===== config.mk =====
export PLATFORM = sky130hd
export DESIGN_NAME = uart_tx_queue
export DESIGN_NICKNAME = d
export VERILOG_FILES = /design/src/rtl/robin_pkg.sv /design/src/rtl/tx_fifo.sv /design/src/rtl/uart_tx_queue.sv
export SDC_FILE = /design/constraint.sdc
export NUM_CORES = 1
export LEC_CHECK = 0
export BUFFER_PORTS_ARGS = -buffer_cell sky130_fd_sc_hd__buf_2
export CAP_MARGIN = 30
export CORE_MARGIN = 2
export CORE_UTILIZATION = 46
export DETAILED_ROUTE_END_ITERATION = 12
export HOLD_SLACK_MARGIN = 0.06
export SLEW_MARGIN = 40
export SYNTH_ARGS = -nofsm -noshare
export SYNTH_HDL_FRONTEND = slang
export SYNTH_SLANG_ARGS = --single-unit

===== constraint.sdc =====
create_clock -name CLK -period 4.7 [get_ports CLK]
set_input_delay 0.94 -clock CLK [delete_from_list [all_inputs] [get_ports CLK]]
set_output_delay 0.94 -clock CLK [all_outputs]
set_load 0.1 [all_outputs]

===== src/rtl/robin_pkg.sv =====
// Shared definitions for the robin SoC uart transmit path: byte width and the
// transmit-queue sequencer state encoding.
package robin_pkg;

   localparam int BYTE_W = 8;

   typedef enum logic [2:0] {
      ST_IDLE      = 3'd0,
      ST_LOAD      = 3'd1,
      ST_START     = 3'd2,
      ST_WAIT_BUSY = 3'd3,
      ST_WAIT_DONE = 3'd4
   } tx_state_t;

endpackage


===== src/rtl/tx_fifo.sv =====
// Byte FIFO with wrap-bit pointers and a registered (synchronous) read port,
// shaped so the storage maps onto a single block RAM.
module tx_fifo
   import robin_pkg::*;
#(
   parameter int ADDR_W = 4
) (
   input  logic              CLK,
   input  logic              rst,
   input  logic              write,
   input  logic [BYTE_W-1:0] data_in,
   input  logic              read,
   output logic [BYTE_W-1:0] data_out,
   output logic              full,
   output logic              empty,
   output logic [ADDR_W:0]   level
);

   localparam int DEPTH = 2 ** ADDR_W;

   logic [BYTE_W-1:0] mem_q [DEPTH];
   logic [BYTE_W-1:0] data_out_q;
   logic [ADDR_W:0]   wr_ptr_q, wr_ptr_d;
   logic [ADDR_W:0]   rd_ptr_q, rd_ptr_d;
   logic              do_write, do_read;

   // The extra pointer bit makes level span 0..DEPTH, so its MSB alone means full.
   assign level    = wr_ptr_q - rd_ptr_q;
   assign full     = level[ADDR_W];
   assign empty    = (level == '0);
   assign do_write = write & ~full;
   assign do_read  = read & ~empty;
   assign data_out = data_out_q;

   always_comb begin
      wr_ptr_d = wr_ptr_q;
      rd_ptr_d = rd_ptr_q;
      if (do_write) wr_ptr_d = wr_ptr_q + 1'b1;
      if (do_read)  rd_ptr_d = rd_ptr_q + 1'b1;
   end

   always_ff @(posedge CLK or posedge rst) begin
      if (rst) begin
         wr_ptr_q   <= '0;
         rd_ptr_q   <= '0;
         data_out_q <= '0;
      end else begin
         wr_ptr_q <= wr_ptr_d;
         rd_ptr_q <= rd_ptr_d;
         if (do_read) data_out_q <= mem_q[rd_ptr_q[ADDR_W-1:0]];
      end
   end

   always_ff @(posedge CLK) begin
      if (do_write) mem_q[wr_ptr_q[ADDR_W-1:0]] <= data_in;
   end

endmodule


===== src/rtl/uart_tx_queue.sv =====
// Transmit byte queue: buffers producer writes and hands them one at a time to
// the uart, waiting for each frame to finish before popping the next byte.
module uart_tx_queue
   import robin_pkg::*;
#(
   parameter int FIFO_ADDR_WIDTH = 4,
   parameter int BUSY_TIMEOUT    = 4
) (
   input  logic                     CLK,
   input  logic                     rst,
   input  logic                     wr_en,
   input  logic [BYTE_W-1:0]        wr_data,
   output logic                     full,
   output logic                     empty,
   output logic [FIFO_ADDR_WIDTH:0] level,
   output logic                     overflow,
   output logic                     idle,
   output logic                     u_transmit,
   output logic [BYTE_W-1:0]        u_tx_byte,
   input  logic                     u_is_transmitting,
   output tx_state_t                dbg_state
);

   localparam int TMO_W = $clog2(BUSY_TIMEOUT + 1);

   tx_state_t         state_q;
   logic [TMO_W-1:0]  tmo_cnt_q;
   logic              overflow_q;
   logic              u_transmit_q;
   logic [BYTE_W-1:0] u_tx_byte_q;
   logic [BYTE_W-1:0] fifo_dout;
   logic              pop;

   assign pop = (state_q == ST_IDLE) & ~empty & ~u_is_transmitting;

   tx_fifo #(.ADDR_W(FIFO_ADDR_WIDTH)) u_fifo (
      .CLK      (CLK),
      .rst      (rst),
      .write    (wr_en),
      .data_in  (wr_data),
      .read     (pop),
      .data_out (fifo_dout),
      .full     (full),
      .empty    (empty),
      .level    (level)
   );

   always_ff @(posedge CLK or posedge rst) begin
      if (rst)                overflow_q <= 1'b0;
      else if (wr_en & full)  overflow_q <= 1'b1;
   end

   // The pulse is launched on leaving LOAD so it is high exactly while in START.
   always_ff @(posedge CLK or posedge rst) begin
      if (rst) begin
         state_q      <= ST_IDLE;
         tmo_cnt_q    <= '0;
         u_transmit_q <= 1'b0;
         u_tx_byte_q  <= '0;
      end else begin
         u_transmit_q <= 1'b0;
         case (state_q)
            ST_IDLE: begin
               if (pop) state_q <= ST_LOAD;
            end
            ST_LOAD: begin
               u_tx_byte_q  <= fifo_dout;
               u_transmit_q <= 1'b1;
               state_q      <= ST_START;
            end
            ST_START: begin
               tmo_cnt_q <= '0;
               state_q   <= ST_WAIT_BUSY;
            end
            ST_WAIT_BUSY: begin
               if (u_is_transmitting)                          state_q <= ST_WAIT_DONE;
               else if (tmo_cnt_q == TMO_W'(BUSY_TIMEOUT - 1)) state_q <= ST_IDLE;
               else                                            tmo_cnt_q <= tmo_cnt_q + 1'b1;
            end
            ST_WAIT_DONE: begin
               if (!u_is_transmitting) state_q <= ST_IDLE;
            end
            default: state_q <= ST_IDLE;
         endcase
      end
   end

   assign overflow   = overflow_q;
   assign idle       = empty & (state_q == ST_IDLE);
   assign u_transmit = u_transmit_q;
   assign u_tx_byte  = u_tx_byte_q;
   assign dbg_state  = state_q;

endmodule


Word level (Yosys, flattened, before mapping). Memories as Yosys holds them, arrays and structs flattened. A register that Yosys moved wholly into a read port is not among the register bits. Index checks and enable logic that the tools add are counted.

Register bits after elaboration: 26. RAM bits: 128. Input bits: 12. Word-level logic and storage cells: 47. Memories kept: 1.

Memory list: u_fifo.mem_q (words 16, width 8, rd ports 1, clocked after memory_dff 1, wr ports 1, line tx_fifo.sv:21) `logic [BYTE_W-1:0] mem_q [DEPTH];`.

$add $sub $neg: 4. Eq/ne operators: 10. Mux-type cells: 11. Bitwise logic cells: 9. Reduce and logical (&&, ||, !) cells: 5.

Operators with widths (count): $mux W3 (6); $pmux W3 S5 (1); $add A5 B1 Y5 const B (2); $eq A3 B2 Y1 const B (3); $and A1 B1 Y1 (6); $ne A2 B2 Y1 const B (3); $pmux W3 S2 (1); $reduce_and A3 Y1 (2); $logic_not A5 Y1 (1); $sub A5 B5 Y5 (1); $add A3 B1 Y3 const B (1); $eq A3 B1 Y1 const B (1); $eq A3 B3 Y1 const B (1); $logic_not A3 Y1 (1); $mux W1 (3); $ne A3 B3 Y1 const B (1); $not A1 Y1 (3); $ne A2 B1 Y1 const B (1); $reduce_bool A2 Y1 (1).

Depth between registers and ports, before layout.
Word-level depth: 7. Gate-level depth with buffers: 10. Gate-level depth less buffers: 9.

Hierarchy. From an unflattened synthesis, not the netlist that was laid out.

Cells, all modules: 358. Area total of the unflattened synthesis: 6598.8 sq um.

Modules (own cells, without submodules): tx_fifo (instances 1, cells an instance 303, area each 5850.6 sq um); uart_tx_queue (instances 1, cells an instance 55, area each 748.2 sq um).

Worst setup path before layout. No wires, ideal clock.

Path type: flip-flop to output port. Start: register u_fifo.rd_ptr_q[1]. End: output idle. Arrival: 4.573 ns. Setup slack: -0.813 ns. Stages on the path, launching flop included: 8. Path buffers: 1. Cell sequence: dfrtp_1 > clkbuf_1 > inv_1 > fa_1 > xor2_1 > nor4b_1 > mux2i_2 > nor3_1.

Longest elaborated chain between the ends: 3.

Ends and longest elaborated chain: start: declaration (line tx_fifo.sv:24) `logic [ADDR_W:0] rd_ptr_q, rd_ptr_d;`; start signal: assignment (line tx_fifo.sv:49) `rd_ptr_q <= rd_ptr_d;`; $sub A5 B5 Y5 (line tx_fifo.sv:28) `assign level = wr_ptr_q - rd_ptr_q;`; named net level[2] (line uart_tx_queue.sv:15) `output logic [FIFO_ADDR_WIDTH:0] level,`; $logic_not A5 Y1 (line tx_fifo.sv:30) `assign empty = (level == '0);`; $and A1 B1 Y1 (line uart_tx_queue.sv:89) `assign idle = empty & (state_q == ST_IDLE);`; end: declaration (line uart_tx_queue.sv:17) `output logic idle,`.

The timed path passes the listed nets, and every way through them passes these cells.

Worst setup path in the final report.
Start: register u_fifo.wr_ptr_q[0]. End: output idle.

Longest elaborated chain between the ends: 3.

Ends and longest elaborated chain: start: declaration (line tx_fifo.sv:23) `logic [ADDR_W:0] wr_ptr_q, wr_ptr_d;`; start signal: assignment (line tx_fifo.sv:48) `wr_ptr_q <= wr_ptr_d;`; $sub A5 B5 Y5 (line tx_fifo.sv:28); $logic_not A5 Y1 (line tx_fifo.sv:30); $and A1 B1 Y1 (line uart_tx_queue.sv:89).

No other way between the ends.

==> results.md <==
- Clock skew: 0.00672 ns
- Total Neg Setup Slack: 0 ns
- Share of cells above drive strength 1: 30.8%
- Area after DPL: 6970 µm²
- Fin. Hold Viols: 0
- Drt pass-1 iters: 4
- Drt via density: 5.53
- Hold WC Path Type: reg2reg
- Final ANT Viol Nets: 0
- Critical path class: reg2out
- Register-to-Register Path Depth: 9
- Crit path top cell by count: inv_1
- Normalized max-slew margin: 53.0%
- Syn nets: 381
- Post-Route WL: 13.0 mm
- Syn Inst Count: 357
- Core ar.: 13900 µm²
- Fmax achieved: 0.252 GHz
- Die area: 15300 µm²
- Grt total ovfl: 0
- Resized Gates After CTS: 0
- Post-CTS setup buffers: 0
- Final worst slack: 0.736 ns
- Cell area after layout: 7600 µm²
- Initial DRC Count: about 280
- DIE WIDTH: 124 µm
- Critical-path maximum fanout: 7
- Fin nets: 426
- Syn-to-layout area delta: 15.7%
- Reg-to-reg slack, setup: between 1.5 and 2 ns
- Vias in the first global route: 3351
- CP endpoint kind: output pin
- Root Buffer: clkbuf_16
- Final Cycle Share: 84.3%
- Cts hold-fix bufs: 0
- Initial Util: between 40% and 50%
- Pin count of the biggest net entering global routing: 36
- Final HPWL DP: 8.15 mm
- Number of port buffers: 32
- DP Worst Slack: 1.21 ns
- Commonest non-fill, non-tap cell in the layout: edfxtp_1
- Critical Path AT: approximately 3 ns
- Initial antenna violation count: 0
- Clock transition at the registers of the reported paths: ~0.06 ns
- Ys Warns: 0
- Max Slew Vio Count: 0
- Top delay family on crit path: buffers and inverters
- #FFs+latches synth: 162
- Register area share after synthesis: 71.4%
- Wire length per cell: about 22 µm
- Critical-path top delay cell: buf_2
- Mapped Avg Cell Area: 18.4 µm²
- Crit path capture: idle
- Cell variety after synth: 37
- First-pass GRT wire length: about 20 mm
- DIE HEIGHT: ~120 µm
- Gp weighted congestion: about 0.75
- Reg2reg end: u_fifo.data_out[6]
- CP peak stage delay: around 0.45 ns
- CTS H-tree lvls: 4
- Tmin final: 3.96 ns
- Via Count: 3289
- Setup crit start: u_fifo.wr_ptr_q[0]
- Most frequent cells in the layout: 128 x edfxtp_1, 33 x dfrtp_1, 32 x mux4_2, 32 x buf_2
- Worst-Margin Slew: 0.705 ns
- CP required: 3.76 ns
- Num CTS Buffers: 17
- Worst r2r src: u_fifo.wr_ptr_q[0]
- Ordered list of cells on the worst path: inv_1, ha_1, inv_1, fa_1, xor2_2, nor4b_1, mux2i_2, nor3_2, buf_2
- CTS sink cnt: 162
- Max-cap violations: 0
- Antenna Cells: 0
- Final setup vio count: 0
- Number of I/O pins: 33
- Critical path depth: 9
- Row count: 43
- Status: finished, final reports clean
- Startpoint Class: register
- CTS tree: built
- GRT Overall Usage: a little under a fifth
- Worst path bufs/invs: 3
- DRC violation count after routing: 0
- Worst skew pair latency: 0.43 ns
- Syn Std Cell Area: 6580 µm²
- Clock Tree Buf Depth: 2
- RSZ-0062 raised after global routing: no
[metrics by stage]
| step | instances | util, % | hold slack [ns] |
|---|---|---|---|
| after floorplan | 357 | - | 0.452 |
| after global placement | 563 | 50.0 | 0.433 |
| after detailed placement | 563 | 50.0 | 0.450 |
| after CTS | 595 | 54.6 | 0.465 |
| after global routing | 595 | 54.6 | 0.489 |
| final | 595 | 54.6 | 0.465 |
[worst min path at each step]
stage / from / endpoint / slack [ns] / cells past startpoint
finish: overflow / overflow / 0.46 / 1
global route: overflow / overflow / 0.49 / 1
CTS: overflow / overflow / 0.47 / 1
detailed placement: overflow / overflow / 0.45 / 1
global placement: overflow / overflow / 0.43 / 1
floorplan: tmo_cnt_q[1] / tmo_cnt_q[1] / 0.45 / 2
[cell type report]
class / count / area (µm²)
fill: 1085 / 6330
tap: 180 / 225
inverter: 10 / 37.5
clock buffer: 17 / 425
sequential: 162 / 4700
clock inverter: 15 / 206
timing repair buffer: 42 / 235
multi-input combinational: 169 / 1780
[per-layer routing]
| metal | up-vias | wire [µm] | GRT usage, % |
|---|---|---|---|
| met5 | - | 0 | 0 |
| met4 | 0 | 259 | 8.10 |
| met3 | 20 | 501 | 4.01 |
| met2 | 64 | 6410 | 30.0 |
| met1 | 1690 | 5800 | 25.3 |
| li1 | 1515 | - | - |
[cell usage after synthesis]
cell	instances	area share, %
nand2_1	13	0.74
inv_1	10	0.57
nand3b_1	1	0.11
ha_1	11	2.1
nor4_1	1	0.095
fa_1	1	0.30
nor3_1	2	0.15
nand2b_1	2	0.19
buf_4	1	0.11
clkbuf_1	10	0.57
dfrtp_1	34	13
or3_1	1	0.095
nor2_1	14	0.80
xor2_1	4	0.53
nand4b_1	1	0.13
o21ai_0	9	0.69
o22ai_1	17	1.6
nor4bb_1	4	0.61
edfxtp_1	128	58
buf_2	4	0.30
nand4_1	1	0.095
a21o_1	2	0.23
a21boi_0	1	0.11
and2_1	1	0.095
nor4b_1	1	0.13
mux4_2	32	11
a21oi_1	5	0.38
mux2_2	17	2.9
xnor2_1	7	0.93
nor3b_1	2	0.23
nor2b_1	2	0.19
and4_1	4	0.53
mux2i_2	1	0.21
and4b_1	8	1.2
o21ai_4	1	0.25
buf_6	1	0.17
nand3_1	3	0.23
[cells by family after synthesis]
family | share of synthesized area [%]
DFF | 71.4
muxes | 14.1
AOI/OAI and AO/OA | 3.27
adders and majority gates | 2.40
and+or+nand+nor | 5.65
xor gates and xnor gates | 1.47
buffers and inverters | 1.73
[registers in the layout, summed over array words and instances, names as in the netlist]
register         count
u_fifo.data_out      8
dbg_state            3
tmo_cnt_q            3
u_fifo.mem_q       128
overflow             1
u_fifo.rd_ptr_q      5
u_transmit           1
u_tx_byte            8
u_fifo.wr_ptr_q      5
Power is left out: the tool's default activity adds up to more than one toggle a clock period on the data nets, which glitch-free logic cannot reach.
